$ cat src/rtl/pipelined_adder_pkg.sv
// Shared defaults and small helpers for the pipelined adder.
package pipelined_adder_pkg;

    localparam int DEF_WIDTH  = 32;
    localparam int DEF_STAGES = 4;

    // Signed overflow of a ripple add: the carries into and out of the sign bit disagree.
    function automatic logic signed_ovf(input logic c_msb, input logic c_out);
        return c_msb ^ c_out;
    endfunction

endpackage

$ cat src/rtl/pipelined_adder_chunk_adder.sv
// One CW-bit slice of the pipelined adder: sum, carry out and carry into the slice MSB.
module chunk_adder #(
    parameter int CW = 8
) (
    input  logic [CW-1:0] a,
    input  logic [CW-1:0] b,
    input  logic          cin,
    output logic [CW-1:0] sum,
    output logic          cout,
    output logic          c_msb
);

    logic [CW:0] full;

    assign full  = {1'b0, a} + {1'b0, b} + {{CW{1'b0}}, cin};
    assign sum   = full[CW-1:0];
    assign cout  = full[CW];
    assign c_msb = a[CW-1] ^ b[CW-1] ^ sum[CW-1];

endmodule

$ cat src/rtl/pipelined_adder.sv
// Carry-pipelined adder/subtractor with valid/ready handshake and optional signed saturation.
import pipelined_adder_pkg::*;

module pipelined_adder #(
    parameter int WIDTH    = DEF_WIDTH,
    parameter int STAGES   = DEF_STAGES,
    parameter int SATURATE = 0
) (
    input  logic             clk,
    input  logic             rst,
    input  logic             in_valid,
    output logic             in_ready,
    input  logic [WIDTH-1:0] a,
    input  logic [WIDTH-1:0] b,
    input  logic             cin,
    input  logic             sub,
    output logic             out_valid,
    input  logic             out_ready,
    output logic [WIDTH-1:0] s,
    output logic             cout,
    output logic             overflow
);

    localparam int CW   = WIDTH / STAGES;
    localparam int LAST = STAGES - 1;

    if (WIDTH < 2 || STAGES < 1 || STAGES > WIDTH || (WIDTH % STAGES) != 0) begin : g_bad_params
        $error("pipelined_adder: illegal WIDTH/STAGES combination");
    end

    // Per-stage pipeline registers: skewed operands, deskewed sum, chunk carry, valid.
    logic [WIDTH-1:0] a_r [STAGES];
    logic [WIDTH-1:0] b_r [STAGES];
    logic [WIDTH-1:0] s_r [STAGES];
    logic             c_r [STAGES];
    logic             v_r [STAGES];
    logic             ovf_r;

    logic [CW-1:0]    ca [STAGES];
    logic [CW-1:0]    cb [STAGES];
    logic [CW-1:0]    cs [STAGES];
    logic             ci [STAGES];
    logic             co [STAGES];
    logic             cm [STAGES];
    logic [WIDTH-1:0] s_prev [STAGES];
    logic [WIDTH-1:0] s_nxt  [STAGES];
    logic             ovf_nxt;

    logic [WIDTH-1:0] b_eff;
    logic             cin_eff;
    logic             stall;

    assign b_eff   = sub ? ~b : b;
    assign cin_eff = sub ? 1'b1 : cin;
    assign stall   = v_r[LAST] && !out_ready;

    for (genvar k = 0; k < STAGES; k++) begin : g_stage
        if (k == 0) begin : g_first
            assign ca[k]     = a[CW-1:0];
            assign cb[k]     = b_eff[CW-1:0];
            assign ci[k]     = cin_eff;
            assign s_prev[k] = '0;
        end else begin : g_rest
            assign ca[k]     = a_r[k-1][k*CW +: CW];
            assign cb[k]     = b_r[k-1][k*CW +: CW];
            assign ci[k]     = c_r[k-1];
            assign s_prev[k] = s_r[k-1];
        end

        chunk_adder #(.CW(CW)) u_chunk (
            .a     (ca[k]),
            .b     (cb[k]),
            .cin   (ci[k]),
            .sum   (cs[k]),
            .cout  (co[k]),
            .c_msb (cm[k])
        );
    end

    // The last stage folds in saturation; a[MSB] is still an untouched operand chunk there.
    always_comb begin
        for (int k = 0; k < STAGES; k++) begin
            s_nxt[k] = s_prev[k];
            s_nxt[k][k*CW +: CW] = cs[k];
        end
        ovf_nxt = signed_ovf(cm[LAST], co[LAST]);
        if (SATURATE != 0 && ovf_nxt) begin
            s_nxt[LAST] = ca[LAST][CW-1] ? {1'b1, {(WIDTH-1){1'b0}}}
                                         : {1'b0, {(WIDTH-1){1'b1}}};
        end
    end

    always_ff @(posedge clk) begin
        if (rst) begin
            for (int k = 0; k < STAGES; k++) begin
                v_r[k] <= 1'b0;
                a_r[k] <= '0;
                b_r[k] <= '0;
                s_r[k] <= '0;
                c_r[k] <= 1'b0;
            end
            ovf_r <= 1'b0;
        end else if (!stall) begin
            v_r[0] <= in_valid;
            a_r[0] <= a;
            b_r[0] <= b_eff;
            for (int k = 1; k < STAGES; k++) begin
                v_r[k] <= v_r[k-1];
                a_r[k] <= a_r[k-1];
                b_r[k] <= b_r[k-1];
            end
            for (int k = 0; k < STAGES; k++) begin
                s_r[k] <= s_nxt[k];
                c_r[k] <= co[k];
            end
            ovf_r <= ovf_nxt;
        end
    end

    assign in_ready  = !stall;
    assign out_valid = v_r[LAST];
    assign s         = s_r[LAST];
    assign cout      = c_r[LAST];
    assign overflow  = ovf_r;

endmodule
$ cat config.mk
export PLATFORM = sky130hd
export DESIGN_NAME = pipelined_adder
export DESIGN_NICKNAME = d
export VERILOG_FILES = /design/src/rtl/pipelined_adder_pkg.sv /design/src/rtl/pipelined_adder_chunk_adder.sv /design/src/rtl/pipelined_adder.sv
export SDC_FILE = /design/constraint.sdc
export NUM_CORES = 1
export LEC_CHECK = 0
export ABC_CLOCK_PERIOD_IN_PS = 4120
export CORE_MARGIN = 2
export CORE_UTILIZATION = 50
export DETAILED_ROUTE_END_ITERATION = 8
export PLACE_DENSITY = 0.76
export SYNTH_ARGS = -nofsm -noshare
export SYNTH_HDL_FRONTEND = slang
export SYNTH_SLANG_ARGS = --single-unit
$ cat constraint.sdc
create_clock -name clk -period 4.12 [get_ports clk]
set_clock_uncertainty 0.2 [all_clocks]
set_input_delay 1.03 -clock clk [delete_from_list [all_inputs] [get_ports clk]]
set_output_delay 1.03 -clock clk [all_outputs]
set_load 0.02 [all_outputs]
==> results by group <==
Status
  – Status: finished, final reports clean

GRT
  – Met1 Usage GRT: 0.197
  – Largest net degree at the start of global routing: 136
  – Global Route met3 Usage: 0.0475
  – Vias in the first global route: 4518
  – Antenna violations before repair: 1
  – Total GRT Usage: 0.158
  – First-pass GRT wire length: 21.4 mm
  – GRT busiest layer: met2
  – GR Overflow Total: 0
  – M2 GR Usage: 0.257

Logic synthesis
  – Area leader, netlist: edfxtp_1
  – Synthesized Nets: 696
  – Sequential area share after synthesis: 0.672
  – #FFs+latches synth: 185
  – Syn Area/Cell: 14.0 um2
  – Top cells by area, synth: edfxtp_1 67%, and2_1 9.8%, ha_1 4.2%, xnor2_1 3.2%, nor2_1 2.7%
  – Mapped Cells: 590
  – Synth top area share: 0.670
  – Mapped cell area: 8250 um2
  – Synth unique cells: 32
  – Ys Warns: 0

Setup path
  – Critical Path Start: out_ready
  – WP data required: 2.89 ns
  – Crit path max fanout: 6
  – R2r setup slk: 1.41 ns
  – Register-to-Register Path Depth: 7
  – CP startpoint kind: input pin
  – CP max stage delay: 0.67 ns
  – Critical register-to-register path startpoint: c_r[0]
  – Worst r2r dst: c_r[1]
  – WS Path Type: in2out
  – Crit path cell chain: clkdlybuf4s50_1, nand2b_1, clkdlybuf4s50_1
  – Critical path's most frequent cell: clkdlybuf4s50_1
  – Crit-path slowest cell: clkdlybuf4s50_1
  – Worst setup EP type: output pin
  – Worst setup path end: in_ready
  – Crit path max-delay family: buffers and inverters
  – WP depth: 3
  – Buf/Inv on CP: 2
  – Worst Path Arrival: 2.39 ns

Clocking
  – Post-CTS setup buffers: 0
  – CTS buffer count: 17
  – CTS tree: built
  – Clock Latency Late Sink: 0.44 ns
  – H-tree depth: 4
  – Root Driver: clkbuf_16
  – Max clock buf depth: 2
  – Cts repair resizes: 0
  – Clock Pin Slew Worst Setup and Hold Paths: 0.07 ns
  – CTS Sinks: 185
  – Post-CTS Hold Buffers: 0

Floorplan
  – Die extent in x: 132 um
  – Die Y: 132 um
  – Die footprint: 17500 um2
  – IO Count: 106
  – # rows: 46
  – Initial Utilization: 0.516
  – Core area: 16000 um2

Place
  – Placed Instances: 897
  – Placer congestion estimate: 0.804
  – IO Port Bufs: 105
  – DP HPWL: 8.74 mm

Power and ir drop
  – Leak Pwr: 0.00414 uW
  – Max IR drop VDD: 0.000288 V
  – Pwr dens: 420 nW/um2

Timing
  – F_max: 276 MHz
  – RSZ-0062 raised after global routing: false
  – Final setup TNS: 0 ns
  – Hold Slack: 0.319 ns
  – Worst Tran Pin Value: 1.01 ns
  – Post-route minimum period: 3.62 ns
  – Rel. slew slack: 0.324
  – Setup violators final: 0
  – Part of the cycle the worst path needs: 0.879
  – Slew Viols, Final: 0
  – Fin. Hold Viols: 0

Routing
  – Residual DRC: 0
  – DR WL/cell: 14.2 um
  – Via Count: 4531
  – Detailed Route WL: 13.2 mm
  – Vias per cell: 4.87
  – Iter 0 DRT Violations: 296
  – DRT Pass-1 Iters: 4
  – Post-route ant nets: 0

Layout
  – Fin cells: 930
  – Final Core Density: 0.639
  – Filler Cell Count: 1218
  – Fin nets: 806
  – Share of layout cells above drive strength 1: 0.0701
  – P&R area growth vs syn: 23.9%

Hold path
  – Hold depth: 1
  – Min-Delay Path Class: reg2reg

Flow run
  – Max Cap Viol: 0
## metal layers
layer	vias to the layer above	routed length [um]
li1	2280	-
met1	2119	6040
met2	112	6250
met3	20	631
met4	0	309
met5	-	0
## worst min-delay path by stage
| stage | start | endpoint | slack [ns] |
|---|---|---|---|
| 6_report | b_r[0][25] | b_r[0][57] | 0.32 |
| 2_1_floorplan | a_r[0][16] | a_r[0][48] | 0.30 |
| 5_1_grt | a_r[0][56] | a_r[0][88] | 0.34 |
| 3_5_place_dp | b_r[0][25] | b_r[0][57] | 0.30 |
| 3_3_place_gp | s_r[2][13] | s_r[3][13] | 0.30 |
| 4_1_cts | v_r[2] | v_r[3] | 0.32 |
## Yosys cell counts
master    count
a211oi_1      8
a211oi_2      1
a21boi_0      1
a21boi_1      2
a21o_1        4
a21oi_1       9
a221oi_2      1
and2_1      129
and3_1        1
buf_2         9
clkbuf_1     16
dfxtp_1       1
edfxtp_1    184
fa_1          8
ha_1         28
inv_1        19
mux2i_1       3
nand2_1       7
nand2b_1      5
nor2_1       59
nor2b_1       7
nor2b_4       1
nor3_1        8
o211ai_1      3
o21a_1        5
o21ai_0      13
o21ai_1       2
o21bai_1      5
o31a_1        6
or2_2         2
xnor2_1      30
xor2_1       13
## metrics by stage
step           setup slack [ns]  area, um2  total power (uW)
3_3_place_gp              0.516       9630              2710
3_5_place_dp              0.455       9630              2730
4_1_cts                   0.494      10200              4310
5_1_grt                   0.449      10200              4440
2_1_floorplan             0.590       8250              2550
6_report                  0.500      10200              4290
## sequential cells by signal (all words and copies together) (netlist names)
register / cells
s_r: 80
a_r: 48
b_r: 48
c_r: 4
v_r: 4
overflow: 1
## where the power goes
part           switching [uW]  leakage, uW  total, uW  internal (uW)
clock network             744     0.000284       1600            859
logic                     210      0.00167        435            225
registers                35.0      0.00219       2250           2220
total                     989      0.00414       4290           3300
## cell families after synthesis
group,synth area share
simple gates,0.146
flops,0.672
compound gates,0.0497
buf+inv,0.0214
xor+xnor,0.0456
fa+ha+maj,0.0619
mux,0.00364
## final cells by class
| cell class | count | area [um2] | share of cell area |
|---|---|---|---|
| clock buffers | 18 | 429 | 0.0420 |
| inverters | 19 | 71.3 | 0.00698 |
| multi-input cells | 361 | 2540 | 0.249 |
| clock inverters | 14 | 158 | 0.0154 |
| well taps | 216 | 270 | 0.0264 |
| diodes | 1 | 2.50 | 0.000245 |
| flip-flops and latches | 185 | 5550 | 0.542 |
| repair buffers | 116 | 1200 | 0.118 |
## cell usage in the layout (no fill, tap or decap), drive strengths merged, types with 7 or more instances in the layout
| cell type | Yosys | routed |
|---|---|---|
| edfxtp | 184 | 184 |
| nor2 | 59 | 59 |
| clkbuf | 16 | 18 |
| nor2b | 8 | 8 |
| inv | 19 | 25 |
| xnor2 | 30 | 30 |
| a211oi | 9 | 9 |
| a21oi | 9 | 9 |
| nor3 | 8 | 8 |
| and2 | 129 | 129 |
| ha | 28 | 28 |
| fa | 8 | 8 |
| nand2 | 7 | 7 |
| buf | 9 | 12 |
| clkdlybuf4s50 | 0 | 104 |
| o21ai | 15 | 15 |
| xor2 | 13 | 13 |
Note: power is estimated with default switching activity, not from simulation.
